===== src/rtl/i2s_tx_slave_fmt.sv =====
// i2s_tx_slave_fmt: slave-clocked audio transmitter with a stereo-frame FIFO.
// Supports left-justified, I2S and right-justified output framing.
module i2s_tx_slave_fmt #(
    parameter int AUDIO_DW   = 32,
    parameter int FIFO_DEPTH = 4
) (
    input  logic                           sclk,
    input  logic                           rst,
    input  logic                           en,
    input  logic [1:0]                     fmt,
    input  logic [5:0]                     slot_len,
    input  logic                           lrclk,
    output logic                           sdata,
    input  logic                           in_valid,
    output logic                           in_ready,
    input  logic [AUDIO_DW-1:0]            in_left,
    input  logic [AUDIO_DW-1:0]            in_right,
    output logic [$clog2(FIFO_DEPTH):0]    fifo_level,
    output logic                           underrun,
    output logic [15:0]                    underrun_cnt
);
    localparam int AW = $clog2(FIFO_DEPTH);

    logic [2*AUDIO_DW-1:0] mem [FIFO_DEPTH];
    logic [AW:0]           wp, rp, count;
    logic                  lr_d, en_q, lj_prev, lj_bit, rj_bit, in_slot;
    logic [1:0]            fmt_q;
    logic [5:0]            slot_q, k;
    logic [AUDIO_DW-1:0]   hl, hr;
    logic [31:0]           w;
    logic [4:0]            lj_idx, rj_idx;
    logic [6:0]            rj_lo;
    logic                  edge_e, left_start, empty, full, push, pop;

    assign count      = wp - rp;
    assign full       = count == (AW+1)'(FIFO_DEPTH);
    assign empty      = count == '0;
    assign in_ready   = !full;
    assign fifo_level = count;
    assign edge_e     = lrclk != lr_d;
    assign left_start = edge_e && !lrclk;
    assign push       = in_valid && !full;
    assign pop        = left_start && en && !empty;

    // lr_d tracks the channel of the slot currently being shifted out
    assign w       = 32'(lr_d ? hr : hl);
    assign lj_idx  = 5'(AUDIO_DW - 1) - k[4:0];
    assign rj_idx  = slot_q[4:0] - 5'd1 - k[4:0];
    assign rj_lo   = {1'b0, slot_q} - 7'(AUDIO_DW);
    assign in_slot = en_q && k < slot_q;
    assign lj_bit  = in_slot && {1'b0, k} < 7'(AUDIO_DW) && w[lj_idx];
    assign rj_bit  = in_slot && {1'b0, k} >= rj_lo && w[rj_idx];
    assign sdata   = fmt_q == 2'b10 ? rj_bit : fmt_q == 2'b01 ? (in_slot && lj_prev) : lj_bit;

    always_ff @(negedge sclk)
        if (push) mem[wp[AW-1:0]] <= {in_left, in_right};

    always_ff @(negedge sclk or posedge rst)
        if (rst) begin
            lr_d         <= 1'b0;
            k            <= '0;
            lj_prev      <= 1'b0;
            underrun     <= 1'b0;
            underrun_cnt <= '0;
            wp           <= '0;
            rp           <= '0;
            en_q         <= 1'b0;
            fmt_q        <= 2'b00;
            slot_q       <= '0;
            hl           <= '0;
            hr           <= '0;
        end else begin
            lr_d     <= lrclk;
            k        <= edge_e ? 6'd0 : (k == 6'd63 ? k : k + 6'd1);
            lj_prev  <= lj_bit;
            underrun <= 1'b0;
            if (push) wp <= wp + 1'b1;
            if (pop) rp <= rp + 1'b1;
            if (left_start) begin
                en_q   <= en;
                fmt_q  <= fmt;
                slot_q <= slot_len;
                if (pop)
                    {hl, hr} <= mem[rp[AW-1:0]];
                else if (en) begin
                    hl       <= '0;
                    hr       <= '0;
                    underrun <= 1'b1;
                    if (underrun_cnt != 16'hFFFF) underrun_cnt <= underrun_cnt + 16'd1;
                end
            end
        end
endmodule


===== config.mk =====
export PLATFORM = sky130hd
export DESIGN_NAME = i2s_tx_slave_fmt
export DESIGN_NICKNAME = d
export VERILOG_FILES = /design/src/rtl/i2s_tx_slave_fmt.sv
export SDC_FILE = /design/constraint.sdc
export NUM_CORES = 1
export LEC_CHECK = 0
export ABC_CLOCK_PERIOD_IN_PS = 4900
export BUFFER_PORTS_ARGS = -buffer_cell sky130_fd_sc_hd__buf_4
export CAP_MARGIN = 10
export CELL_PAD_IN_SITES_DETAIL_PLACEMENT = 2
export CELL_PAD_IN_SITES_GLOBAL_PLACEMENT = 2
export CORE_MARGIN = 2
export CORE_UTILIZATION = 35
export DETAILED_ROUTE_END_ITERATION = 8
export PLACE_DENSITY = 0.7
export SYNTH_ARGS = -nofsm -noshare
export SYNTH_HDL_FRONTEND = slang
export SYNTH_SLANG_ARGS = --single-unit

===== constraint.sdc =====
create_clock -name sclk -period 4.9 [get_ports sclk]
set_clock_uncertainty 0.15 [all_clocks]
set_input_delay 0.245 -clock sclk [delete_from_list [all_inputs] [get_ports sclk]]
set_output_delay 0.245 -clock sclk [all_outputs]
set_load 0.05 [all_outputs]

Yosys cells after proc, flatten, opt, wreduce, memory -nomap -nowiden
Memory sizes are Yosys's and may differ from the RTL's.
Index checks and enable logic that the tools add are counted.
{"block": "word_totals", "ff_bits": 104, "ram_bits": 256, "in_bits": 77, "out_inout_bits": 22, "mem_count": 1}
{"block": "op_classes", "addsub": 9, "order_cmp": 5, "eq_ne": 7, "muxes": 17, "bitwise_logic": 1, "reduce_logical": 17}
{"name": "mem", "words": 4, "width": 64, "rd": 1, "rd_ports_with_merged_regs": 0, "wr": 1, "line_no": "24", "text": "logic [2*AUDIO_DW-1:0] mem [FIFO_DEPTH];"}
{"op": "two-way mux 32 bit", "count": 4}
{"op": "adder 16 x 1 -> 16 bit (second input constant)", "count": 1}
{"op": "!= test 16 bit (second input constant)", "count": 1}
{"op": "< comparator 5 x 6 -> 1 bit (second input constant)", "count": 2}
{"op": "two-way mux 6 bit", "count": 2}
{"op": "binary-select mux 1 bit (select 5 bit)", "count": 2}
{"op": "logical AND 1 bit", "count": 10}
{"op": "two-way mux 1 bit", "count": 9}
{"op": "greater-or-equal comparator 6 x 7 -> 1 bit", "count": 1}
{"op": "subtractor 6 x 6 -> 7 bit (second input constant)", "count": 1}
{"op": "adder 3 x 1 -> 3 bit (second input constant)", "count": 2}
{"op": "adder 6 x 1 -> 6 bit (second input constant)", "count": 1}
{"op": "equality test 6 bit (second input constant)", "count": 1}
{"op": "< comparator 6 bit", "count": 1}
{"op": "< comparator 6 bit (second input constant)", "count": 1}
{"op": "subtractor 5 x 1 -> 5 bit (second input constant)", "count": 1}
{"op": "subtractor 5 bit", "count": 1}
{"op": "subtractor 5 bit (first input constant)", "count": 1}
{"op": "AND reduction 4 bit", "count": 1}
{"op": "equality test 3 bit (second input constant)", "count": 1}
{"op": "zero test 1 bit", "count": 3}
{"op": "zero test 3 bit", "count": 1}
{"op": "subtractor 3 bit", "count": 1}
{"op": "equality test 2 x 1 -> 1 bit (second input constant)", "count": 1}
{"op": "other kinds (6)", "count": 6}

Depth between registers and ports, before layout
{"block": "logic_depth", "ltp_word": 6, "mapped_depth": 11, "depth_no_buf": 11}

==> flow_metrics.tcl <==
set metrics [dict create \
    synthCells 771 \
    setup_viol 3 \
    cp_cell_sequence "clkinv_2 > ha_4 > buf_4 > buf_4 > mux4_2 > mux4_2 > mux2i_1 > a21oi_1 > o311ai_2 > buf_4 > nand3_4 > buf_8" \
    critical_path_class "reg2out" \
    initial_core_util_pct 35.7 \
    wl_um 44000 \
    ant_nets 0 \
    critPathRequiredTime_ns 4.51 \
    antennaDiodeCount 0 \
    num_rows 74 \
    setup_ws_ns -1.26 \
    cts_sinks 360 \
    port_buffers 98 \
    critPathMaxFanout 6 \
    grt_pass1_vias 11500 \
    post-place-ws_ns -0.760 \
    ys_top_cells_by_area "edfxtp_1 52%, dfrtn_1 18%, mux4_2 15%" \
    maxCapViolCount 0 \
    drcViolationCount 0 \
    placed_cells 1480 \
    cts_buffer_depth 3 \
    grt_pass1_wl_um 68100 \
    synth_edf_count 256 \
    worst_setup_path_end_kind "primary output" \
    grt_usage_pct 21.0 \
    die_width_um 209 \
    finalMaxSlewViolations 0 \
    area_growth_syn_to_layout_pct 33.5 \
    io_pins 99 \
    clk_pin_slew_worst_paths_ns 0.05 \
    nFillCells 3916 \
    ir_worst_vdd_v 0.000317 \
    cpMostUsedCell "buf_4" \
    violations "setup timing" \
    syn_area_um2 14700 \
    avgRoutedWirePerCell_um 24.2 \
    layout_common_cells "274 x inv_1, 256 x edfxtp_1, 214 x buf_4" \
    grt_max_degree 105 \
    synth-seq-cells 360 \
    ys_warn_count 0 \
    seq_area_frac_synth_pct 70.2 \
    cts-root-buf "clkbuf_16" \
    die-area_um2 43500 \
    synth.net_count 870 \
    synth_top_area_share_pct 52.4 \
    leakagePower_nw 8.45 \
    placed_area_um2 17000 \
    setup.reg_to_reg.worst_slack_ns 1.84 \
    avgSynthCellArea_um2 19.0 \
    gp_congestion 0.884 \
    worst_slew_pin_slew_ns 0.923 \
    hp-class "reg2reg" \
    htreeDepth 2 \
    slew_headroom_pct 38.4 \
    routed-via-count 9309 \
    postSynth.asyncResetShare_pct 28.9 \
    final_common_cell "inv_1" \
    drive_gt1_share_pct 33.3 \
    layout.nets 1358 \
    rr_endpoint "mem[3][60]" \
    cp-start-kind "flip-flop" \
    core_um2 41100 \
    antenna_found_initial 0 \
    design_area_um2 19600 \
    r2r_cells 9 \
    viasPerCell 5.11 \
    cts_buffers 42 \
    dp_hpwl_um 26300 \
    critPathMaxStageDelay_ns 0.50 \
    stdcell_count 1822 \
    slowest_stage "mux4_2" \
    fin_util_pct 47.6 \
    clk_latency_ns 0.68 \
    firstDrtPassIters 4 \
    hold_depth 1 \
    min-delay-start "underrun_cnt[10]" \
    die-height_um 209 \
    reg2reg_from "wp[1]" \
    cp.arrival_ns 5.76 \
    holdWs_ns 0.298 \
    path_buf_inv 5 \
    powerDensity_nw_per_um2 654 \
    drtIter0Drc 469 \
    rsz0062_at_grt "yes" \
    hold_end "underrun_cnt[10]" \
    synth_top_cell_by_area "edfxtp_1" \
    status "finished with violations" \
    finalHoldViolCount 0 \
    tritoncts "yes" \
    synth_cell_type_count 46 \
    critPathTopFamily "multiplexers" \
    grt_overflow 0 \
    ys.flop_type "edfxtp_1" \
]
-- power by group --
group / total [W] / switching, W / internal [W]
Combinational: 0.00394 / 0.00200 / 0.00194
Sequential: 0.00462 / 0.000425 / 0.00420
Clock: 0.00423 / 0.00200 / 0.00224
-- cells by family (layout without fill, tap and decap cells) --
kind of cell | count (synthesis) | in the layout | synth area share (%)
AO/OA/AOI/OAI | 102 | 102 | 5.38
XOR/XNOR | 24 | 24 | 1.43
buffers and inverters | 61 | 580 | 1.64
flip-flops | 360 | 360 | 70.2
multiplexers | 111 | 111 | 16.0
AND/OR/NAND/NOR | 91 | 91 | 3.39
adder cells (fa/ha/maj) | 22 | 22 | 1.98
-- routing by layer --
metal | up-vias | part of all wire [%] | GRT usage [%]
li1 | 4100 | - | -
met1 | 4903 | 40 | 24.5
met2 | 231 | 53 | 36.8
met3 | 75 | 4.0 | 4.70
met4 | 0 | 3.1 | 10.1
met5 | - | 0 | 0
-- what timing repair did --
| item | in CTS | in global routing |
|---|---|---|
| pin swaps | 12 | 4 |
| buffers inserted | 10 | 2 |
| resized for setup | 12 | 5 |
| hold buffers | 0 | 0 |
| endpoints found under the setup margin | 4 | 4 |
-- how the worst max path moves through the flow --
| stage | end | from | slack [ns] | depth (start not counted) |
|---|---|---|---|---|
| 2_1_floorplan | sdata | k[0] | -0.54 | 11 |
| 3_3_place_gp | sdata | slot_q[0] | -0.71 | 12 |
| 3_5_place_dp | sdata | slot_q[0] | -0.76 | 12 |
| 4_1_cts | sdata | slot_q[0] | -1.24 | 12 |
| 5_1_grt | sdata | slot_q[0] | -1.35 | 13 |
| 6_report | sdata | k[0] | -1.26 | 12 |
-- metrics by stage --
step                setup TNS, ns  total power (W)
detailed placement         -0.760          0.00869
global placement           -0.706          0.00851
global route                -1.87           0.0135
finish                      -1.63           0.0128
floorplan                  -0.545          0.00706
CTS                         -1.65           0.0129
-- state kept, by name, summed over array words and instances, names as in the netlist --
| name | flops |
|---|---|
| lr_d | 1 |
| lj_prev | 1 |
| underrun | 1 |
| fmt_q | 2 |
| en_q | 1 |
| hr | 32 |
| underrun_cnt | 16 |
| wp | 3 |
| hl | 32 |
| rp | 3 |
| mem | 256 |
| k | 6 |
| slot_q | 6 |
-- layout make-up --
cell class / instances / area [µm²] / share of cell area [%]
inverter: 20 / 80.1 / 0.409
clock buffer: 48 / 1150 / 5.86
clock inverter: 283 / 1240 / 6.34
multi-input combinational: 350 / 4280 / 21.9
sequential: 360 / 10300 / 52.6
timing repair buffer: 229 / 1870 / 9.53
tap: 532 / 666 / 3.40
-- cells in the mapped netlist, types with 4 or more instances --
library cell	number
a21oi_1	9
a22o_1	64
a31oi_1	4
and2_1	6
and3_1	7
buf_1	10
buf_2	9
clkbuf_1	21
dfrtn_1	104
edfxtp_1	256
ha_1	20
inv_1	20
mux2_2	5
mux2i_1	8
mux4_2	98
nand2_1	27
nand3_1	14
nand4_1	7
nor2_1	9
nor2b_1	5
o21ai_0	14
xnor2_1	14
xor2_1	10
No activity file was read; power rests on OpenSTA's default activity.
